### src/rtl/result_select_unit_if.sv
//-----------------------------------------------------------------------------
// result_select_unit_if: operation, divider and writeback signals of the
// result select unit. Rev 1.0
//-----------------------------------------------------------------------------
`default_nettype none

interface result_select_unit_if #(
   parameter int WIDTH = 32
);
   logic             op_valid;
   logic             op_ready;
   logic [5:0]       funct;
   logic [WIDTH-1:0] alu_in;
   logic [WIDTH-1:0] shift_in;
   logic [WIDTH-1:0] src_a;
   logic             div_start;
   logic             div_done;
   logic [WIDTH-1:0] div_quot;
   logic [WIDTH-1:0] div_rem;
   logic             res_valid;
   logic [WIDTH-1:0] res_data;
   logic             res_wen;
   logic [WIDTH-1:0] hi_out;
   logic [WIDTH-1:0] lo_out;
   logic             err_illegal;
   logic             err_timeout;

   modport master (
      output op_valid, funct, alu_in, shift_in, src_a,
      output div_done, div_quot, div_rem,
      input  op_ready, div_start,
      input  res_valid, res_data, res_wen, hi_out, lo_out,
      input  err_illegal, err_timeout
   );

   modport slave (
      input  op_valid, funct, alu_in, shift_in, src_a,
      input  div_done, div_quot, div_rem,
      output op_ready, div_start,
      output res_valid, res_data, res_wen, hi_out, lo_out,
      output err_illegal, err_timeout
   );
endinterface

`default_nettype wire

### src/rtl/result_select_unit.sv
//-----------------------------------------------------------------------------
// result_select_unit: registered result mux owning Hi/Lo and sequencing a
// multicycle divider with timeout. Rev 1.0
//-----------------------------------------------------------------------------
`default_nettype none

module result_select_unit #(
   parameter int WIDTH          = 32,
   parameter int MAX_DIV_CYCLES = 64
) (
   input  logic                 clk,
   input  logic                 reset,
   result_select_unit_if.slave  bus
);
   localparam int CNT_W = $clog2(MAX_DIV_CYCLES + 1);
   localparam logic [CNT_W-1:0] CNT_LAST = CNT_W'(MAX_DIV_CYCLES - 1);

   localparam logic [0:0] IDLE     = 1'b0;
   localparam logic [0:0] WAIT_DIV = 1'b1;

   localparam logic [5:0] F_SLL  = 6'b000000;
   localparam logic [5:0] F_MFHI = 6'b010000;
   localparam logic [5:0] F_MTHI = 6'b010001;
   localparam logic [5:0] F_MFLO = 6'b010010;
   localparam logic [5:0] F_MTLO = 6'b010011;
   localparam logic [5:0] F_DIVU = 6'b011011;

   logic [0:0]       state;
   logic [CNT_W-1:0] count;
   logic [WIDTH-1:0] hi;
   logic [WIDTH-1:0] lo;
   logic [WIDTH-1:0] res_data;
   logic             res_valid;
   logic             res_wen;
   logic             err_illegal;
   logic             err_timeout;
   logic             div_start;
   logic             accept;

   assign accept = bus.op_valid && (state == IDLE);

   always_ff @(posedge clk) begin
      if (reset) begin
         state       <= IDLE;
         count       <= '0;
         hi          <= '0;
         lo          <= '0;
         res_data    <= '0;
         res_valid   <= 1'b0;
         res_wen     <= 1'b0;
         err_illegal <= 1'b0;
         err_timeout <= 1'b0;
         div_start   <= 1'b0;
      end else begin
         res_valid   <= 1'b0;
         res_wen     <= 1'b0;
         err_illegal <= 1'b0;
         err_timeout <= 1'b0;
         div_start   <= 1'b0;
         case (state)
            IDLE: begin
               if (accept) begin
                  if (bus.funct[5]) begin
                     res_valid <= 1'b1;
                     res_data  <= bus.alu_in;
                     res_wen   <= 1'b1;
                  end else begin
                     case (bus.funct)
                        F_SLL: begin
                           res_valid <= 1'b1;
                           res_data  <= bus.shift_in;
                           res_wen   <= 1'b1;
                        end
                        F_MFHI: begin
                           res_valid <= 1'b1;
                           res_data  <= hi;
                           res_wen   <= 1'b1;
                        end
                        F_MFLO: begin
                           res_valid <= 1'b1;
                           res_data  <= lo;
                           res_wen   <= 1'b1;
                        end
                        F_MTHI: begin
                           hi        <= bus.src_a;
                           res_valid <= 1'b1;
                           res_data  <= bus.src_a;
                        end
                        F_MTLO: begin
                           lo        <= bus.src_a;
                           res_valid <= 1'b1;
                           res_data  <= bus.src_a;
                        end
                        F_DIVU: begin
                           state     <= WAIT_DIV;
                           count     <= '0;
                           div_start <= 1'b1;
                        end
                        default: begin
                           res_valid   <= 1'b1;
                           res_data    <= '0;
                           err_illegal <= 1'b1;
                        end
                     endcase
                  end
               end
            end
            WAIT_DIV: begin
               // Completion is checked before the timeout so a late done still wins.
               if (bus.div_done) begin
                  hi        <= bus.div_rem;
                  lo        <= bus.div_quot;
                  res_valid <= 1'b1;
                  res_data  <= bus.div_rem;
                  state     <= IDLE;
               end else if (count == CNT_LAST) begin
                  res_valid   <= 1'b1;
                  res_data    <= '0;
                  err_timeout <= 1'b1;
                  state       <= IDLE;
               end else begin
                  count <= count + CNT_W'(1);
               end
            end
            default: state <= IDLE;
         endcase
      end
   end

   assign bus.op_ready    = (state == IDLE);
   assign bus.div_start   = div_start;
   assign bus.res_valid   = res_valid;
   assign bus.res_data    = res_data;
   assign bus.res_wen     = res_wen;
   assign bus.hi_out      = hi;
   assign bus.lo_out      = lo;
   assign bus.err_illegal = err_illegal;
   assign bus.err_timeout = err_timeout;

endmodule

`default_nettype wire

### src/flat_wrapper.sv
// flat-port wrapper written by rule: the top's interface ports become plain ports
module result_select_unit_flat 
#(
   parameter int WIDTH          = 32,
   parameter int MAX_DIV_CYCLES = 64
)
  (clk, reset, bus_op_valid, bus_funct, bus_alu_in, bus_shift_in, bus_src_a, bus_div_done, bus_div_quot, bus_div_rem, bus_op_ready, bus_div_start, bus_res_valid, bus_res_data, bus_res_wen, bus_hi_out, bus_lo_out, bus_err_illegal, bus_err_timeout);
  result_select_unit_if #(.WIDTH(WIDTH)) bus_i ();
  input  logic clk;
  input  logic reset;
  input wire logic [$bits(bus_i.op_valid)-1:0] bus_op_valid;
  input wire logic [$bits(bus_i.funct)-1:0] bus_funct;
  input wire logic [$bits(bus_i.alu_in)-1:0] bus_alu_in;
  input wire logic [$bits(bus_i.shift_in)-1:0] bus_shift_in;
  input wire logic [$bits(bus_i.src_a)-1:0] bus_src_a;
  input wire logic [$bits(bus_i.div_done)-1:0] bus_div_done;
  input wire logic [$bits(bus_i.div_quot)-1:0] bus_div_quot;
  input wire logic [$bits(bus_i.div_rem)-1:0] bus_div_rem;
  output wire logic [$bits(bus_i.op_ready)-1:0] bus_op_ready;
  output wire logic [$bits(bus_i.div_start)-1:0] bus_div_start;
  output wire logic [$bits(bus_i.res_valid)-1:0] bus_res_valid;
  output wire logic [$bits(bus_i.res_data)-1:0] bus_res_data;
  output wire logic [$bits(bus_i.res_wen)-1:0] bus_res_wen;
  output wire logic [$bits(bus_i.hi_out)-1:0] bus_hi_out;
  output wire logic [$bits(bus_i.lo_out)-1:0] bus_lo_out;
  output wire logic [$bits(bus_i.err_illegal)-1:0] bus_err_illegal;
  output wire logic [$bits(bus_i.err_timeout)-1:0] bus_err_timeout;
  assign bus_i.op_valid = bus_op_valid;
  assign bus_i.funct = bus_funct;
  assign bus_i.alu_in = bus_alu_in;
  assign bus_i.shift_in = bus_shift_in;
  assign bus_i.src_a = bus_src_a;
  assign bus_i.div_done = bus_div_done;
  assign bus_i.div_quot = bus_div_quot;
  assign bus_i.div_rem = bus_div_rem;
  assign bus_op_ready = bus_i.op_ready;
  assign bus_div_start = bus_i.div_start;
  assign bus_res_valid = bus_i.res_valid;
  assign bus_res_data = bus_i.res_data;
  assign bus_res_wen = bus_i.res_wen;
  assign bus_hi_out = bus_i.hi_out;
  assign bus_lo_out = bus_i.lo_out;
  assign bus_err_illegal = bus_i.err_illegal;
  assign bus_err_timeout = bus_i.err_timeout;
  result_select_unit #(.WIDTH(WIDTH), .MAX_DIV_CYCLES(MAX_DIV_CYCLES)) u_core (.clk(clk), .reset(reset), .bus(bus_i));
endmodule
### config.mk
export PLATFORM = sky130hd
export DESIGN_NAME = result_select_unit_flat
export DESIGN_NICKNAME = d
export VERILOG_FILES = /design/src/rtl/result_select_unit_if.sv /design/src/rtl/result_select_unit.sv /design/src/flat_wrapper.sv
export SDC_FILE = /design/constraint.sdc
export NUM_CORES = 1
export LEC_CHECK = 0
export ABC_AREA = 1
export BUFFER_PORTS_ARGS = -buffer_cell sky130_fd_sc_hd__buf_2
export CORE_MARGIN = 2
export CORE_UTILIZATION = 40
export CTS_CLUSTER_SIZE = 28
export DETAILED_ROUTE_END_ITERATION = 8
export PLACE_DENSITY = 0.74
export SLEW_MARGIN = 20
export SYNTH_ARGS = -nofsm -noshare
export SYNTH_HDL_FRONTEND = slang
export SYNTH_SLANG_ARGS = --single-unit
### constraint.sdc
create_clock -name clk -period 2.4 [get_ports clk]
set_input_delay 0.36 -clock clk [delete_from_list [all_inputs] [get_ports clk]]
set_output_delay 0.36 -clock clk [all_outputs]
set_load 0.05 [all_outputs]
After elaboration in Yosys (flattened, before gate mapping). Cells that the tools add are included. W data, S select, Z words.

Bitwise operators: 2. $add $sub $neg: 1. Equality and inequality tests: 16. Multiplexer cells: 37. Reductions and logical operators: 13.

Operators with widths (count): $mux W32 (12); $pmux W32 S2 (3); $pmux W32 S5 (1); $mux W7 (5); $eq A6 B5 Y1 const B (5); $pmux W7 S2 (1); $mux W1 (13); $reduce_or A3 Y1 (3); $ne A2 B1 Y1 const B (4); $ne A2 B2 Y1 const B (4); $reduce_and A4 Y1 (2); $add A7 B1 Y7 const B (1); $eq A7 B6 Y1 const B (1); $logic_not A6 Y1 (1); $ne A3 B3 Y1 const B (2); $reduce_or A6 Y1 (1); $reduce_and A5 Y1 (1); $pmux W1 S2 (2); $reduce_or A2 Y1 (2); $reduce_or A4 Y1 (1); $reduce_and A3 Y1 (1); $not A1 Y1 (2); $logic_and A1 B1 Y1 (1).

Input port bits: 170. Output and inout port bits: 102. Flip-flop bits (word level): 109. Logic and storage cells: 79.

Longest topological paths before layout.
Depth in word-level cells: 6. Gate-level depth with buffers: 11. Depth with buffers taken out: 10.

Least setup slack after synthesis. No wires, ideal clock.

Path type: register -> register. Start: register u_core.count[0]. End: register u_core.res_data[10], in the netlist u_core.bus.res_data[10]. Setup time: 0.117 ns. Path slack: 0.898 ns. Path buffers: 2. Period minus slack after synthesis: 1.502 ns. Arrival time: 1.385 ns. Required time: 2.283 ns. Cell stages (with the launch flop): 11. Cell sequence: dfxtp_1 ha_1 inv_1 nor2_2 nand2_1 nand2_1 nand3_1 buf_4 buf_4 nor2_1 a21oi_1.

Cells in the longest elaborated chain, start to end: 3.

RTL lines: from (decl) (RTL line result_select_unit.sv:29) `logic [CNT_W-1:0] count;`; from (signal assigned) (RTL line result_select_unit.sv:122) `count <= count + CNT_W'(1);`; $eq A7 B6 Y1 (RTL line result_select_unit.sv:116) `end else if (count == CNT_LAST) begin`; $ne A3 B3 Y1 (no source line); $reduce_and A3 Y1 (no source line); to (signal assigned) (RTL line result_select_unit.sv:87) `res_data <= bus.src_a;`; to (signal assigned) (RTL line result_select_unit.sv:92) `res_data <= bus.src_a;`; to (signal assigned) (RTL line result_select_unit.sv:114) `res_data <= bus.div_rem;`; to (decl) (RTL line result_select_unit.sv:32) `logic [WIDTH-1:0] res_data;`.

No other way between the ends. A chain may end at the register's enable or synchronous reset.

Final worst setup path.
Start: register u_core.state. End: output bus_op_ready.

Cells in the longest elaborated chain, start to end: 1.

RTL lines: from (decl) (RTL line result_select_unit.sv:28) `logic [0:0] state;`; from (signal assigned) (RTL line result_select_unit.sv:44) `state <= IDLE;`; from (signal assigned) (RTL line result_select_unit.sv:95) `state <= WAIT_DIV;`; from (signal assigned) (RTL line result_select_unit.sv:115) `state <= IDLE;`; $not A1 Y1 (RTL line result_select_unit.sv:130) `assign bus.op_ready = (state == IDLE);`; to (decl) (RTL line flat_wrapper.sv:19) `output wire logic [$bits(bus_i.op_ready)-1:0] bus_op_ready;`.

No other way between the ends.

==> metrics.csv <==
stage,metric,value,unit
status,status,finished clean,
sta,Setup Total Neg Slack,0,ns
cts,H-tree level count,3,
synthesis,top cells by instance count after synthesis,"nor2_1 (275), nand2_1 (249), inv_1 (172), a21oi_1 (138), nand3_1 (138)",
grt,largest net degree at the start of global routing,50,
critical_path,crit-path cells,"inv_2, buf_4, buf_2",
synthesis,"EDFF count, synth",0,
synthesis,post-synthesis cell count,1209,
critical_path,CP Launch Type,flop,
die,die span in x,136,um
critical_path,max incr delay on CP,0.43,ns
cts,Num CTS Buffers,9,
placement,GP Congestion,0.843,
critical_path,FF-to-FF End,u_core.bus.hi_out[5],
synthesis,Synth Cell Area,7000,um^2
synthesis,Seq cells post-synth,109,
cts,# clock sinks,109,
cts,Setup Buffers After CTS,0,
grt,GR Util All Layers,0.265,
grt,vias in the first global route,7544,
synthesis,main flop type after synthesis,dfxtp_1,
routing,vias per cell,4.93,
grt,busiest grt layer,met2,
power_and_ir_drop,total chip power,4.27,mW
sta,maximum clock frequency,472,MHz
sta,Max Transition Viols Final,0,
synthesis,Ys Warns,0,
routing,Final Routed Wirelength,25200,um
critical_path,flop-to-flop setup slack,0.56,ns
routing,WL/cell,15.0,um
power_and_ir_drop,VDD IR max,312,uV
final_layout,Multi-input gate area,3780,um^2
die,total die area,18600,um^2
die,io pins,272,
cts,post-cts gate resize count,0,
die,initial core utilization,0.408,
synthesis,most frequent cell after synthesis,nor2_1,
power_and_ir_drop,pwr/cell area,483,nW/um^2
grt,GRT met1 Usage,0.318,
final_layout,Final nets,1612,
synthesis,synth top area cells,"dfxtp_1 (31%), nor2_1 (15%), nand2_1 (13%)",
final_layout,area grow syn2layout,26.3,%
die,row count,48,
cts,Post-CTS Hold Fix Bufs,0,
sta,Final min period,2.12,ns
critical_path,Critical Path Fanout Max,19,
routing,Pre-Repair DR Iteration Count,5,
critical_path,critical path arrival,1.76,ns
critical_path,Critical Path Sink,bus_op_ready,
sta,RSZ-0062 raised after global routing,false,
flow_run,max-cap viol count,0,
sta,Max Clock Skew,0.00679,ns
routing,total number of vias,8247,
grt,antenna violations before repair,1,
die,core area,17200,um^2
sta,Final Hold Viols,0,
routing,Antenna Violating Nets Remaining,0,
routing,DRT iter0 DRCs,526,
final_layout,fill count,1831,
die,die height,136,um
synthesis,Syn Area/Cell,5.79,um^2
cts,clk_lat worst skew,0.35,ns
critical_path,number of stages on the worst setup path,3,
synthesis,largest area contributor in the netlist,dfxtp_1,
synthesis,Synth cell types,28,
cts,"Reg clk slew, reported paths",0.07,ns
synthesis,sequential area share after synthesis,0.312,
sta,Slew HR,0.519,
critical_path,Crit path max-delay family,buffers and inverters,
synthesis,async set-or-reset flop fraction in the synthesized netlist,0,
grt,gr ovfl total,0,
hold_path,Hold Path Class,in -> reg,
final_layout,FF/Latch Area,2190,um^2
power_and_ir_drop,LEAKAGE,4.64,nW
final_layout,proportion of layout cells with a drive suffix above 1,0.248,
synthesis,net count after synthesis,1380,
critical_path,crit end category,primary output,
placement,dpl hpwl,17700,um
critical_path,CP Buf/Inv Count,3,
sta,worst slew pin tran,0.718,ns
critical_path,Setup CP Type,reg -> out,
placement,number of port buffers,271,
grt,met3 usage,0.0526,
cts,clk buf depth,2,
grt,first-pass GRT wire length,38100,um
critical_path,R2R depth,6,
critical_path,Critical Path Start,u_core.state,
sta,post-route clock period utilization,0.882,
critical_path,"Req. time, crit path",2.04,ns
critical_path,slowest library cell on the worst path,dfxtp_4,
cts,CTS tree,done,
critical_path,Critical R2R Launch,u_core.state,
cts,root buf cell,clkbuf_16,
grt,GR met2 Demand/Resource,0.466,
routing,DRC viols,0,
sta,# setup viols final,0,
synthesis,top-area cell type share of the netlist area,0.312,
layout make-up:
| type | instances | area share |
|---|---|---|
| Antenna cell | 2 | 0.000566 |
| Timing Repair Buffer | 300 | 0.184 |
| Multi-Input combinational cell | 847 | 0.428 |
| Clock inverter | 3 | 0.00481 |
| Tap cell | 225 | 0.0318 |
| Inverter | 174 | 0.0740 |
| Clock buffer | 13 | 0.0306 |
| Sequential cell | 109 | 0.247 |
cell usage in the layout (no fill, tap or decap), types with 3 or more instances in the layout:
cell / netlist / final
nand3_1: 138 / 134
dfxtp_1: 109 / 108
a21oi_2: 27 / 27
a21oi_1: 138 / 138
clkbuf_8: 0 / 3
buf_2: 26 / 271
inv_1: 172 / 172
nand3_2: 1 / 5
nor2_1: 275 / 275
buf_4: 11 / 25
nand2_2: 2 / 3
clkbuf_16: 0 / 9
buf_12: 0 / 4
nand2_1: 249 / 248
routing by layer:
| layer | up-vias | part of all wire |
|---|---|---|
| li1 | 4187 | - |
| met1 | 3671 | 0.41 |
| met3 | 39 | 0.086 |
| met2 | 350 | 0.49 |
| met4 | 0 | 0.021 |
| met5 | - | 0 |
state kept, by name (all words and copies together) (netlist names):
signal / flops
u_core.bus.hi_out: 32
u_core.bus.lo_out: 32
u_core.bus.err_illegal: 1
u_core.bus.res_data: 32
u_core.bus.div_start: 1
u_core.bus.res_valid: 1
u_core.bus.err_timeout: 1
u_core.bus.res_wen: 1
u_core.state: 1
u_core.count: 7
cell families after synthesis:
group	count (synthesis)	share of synthesized area
simple gates	675	0.394
fa+ha+maj	1	0.00179
flops	109	0.312
compound gates	170	0.138
buf+inv	253	0.153
xor+xnor	1	0.00125
worst min path at each step:
| stage | startpoint | to | depth (start not counted) |
|---|---|---|---|
| 6_report | reset | u_core.count[1] | 2 |
| 5_1_grt | reset | u_core.count[1] | 2 |
| 4_1_cts | reset | u_core.count[1] | 2 |
| 3_5_place_dp | u_core.bus.lo_out[28] | u_core.bus.lo_out[28] | 2 |
| 3_3_place_gp | u_core.bus.lo_out[22] | u_core.bus.lo_out[22] | 2 |
| 2_1_floorplan | reset | u_core.count[1] | 1 |
power by group:
group	leakage [nW]	switching, mW	internal [mW]
Sequential	0.887	0.0235	1.85
Clock	0.152	0.705	0.896
Combinational	3.60	0.538	0.257
Total	4.64	1.27	3.01
stage by stage:
step	setup slack (ns)	hold slack (ns)	instances	cell area, um^2	utilization
after floorplan	0.898	0.429	1209	7000	-
after global placement	0.525	0.449	1655	8530	0.496
after detailed placement	0.422	0.456	1655	8530	0.496
after CTS	0.273	0.256	1671	8840	0.515
after global routing	0.227	0.270	1672	8840	0.515
final	0.282	0.277	1673	8840	0.515
worst register-to-register path, cell delays in order, from the launching register on:
cell and delay [ns]:
dfxtp_4 0.43, inv_2 0.37, buf_4 0.31, o21ai_4 0.09, nand2_2 0.07, buf_4 0.33
a21oi_1 0.12
Note: power is estimated with default switching activity, not from simulation.
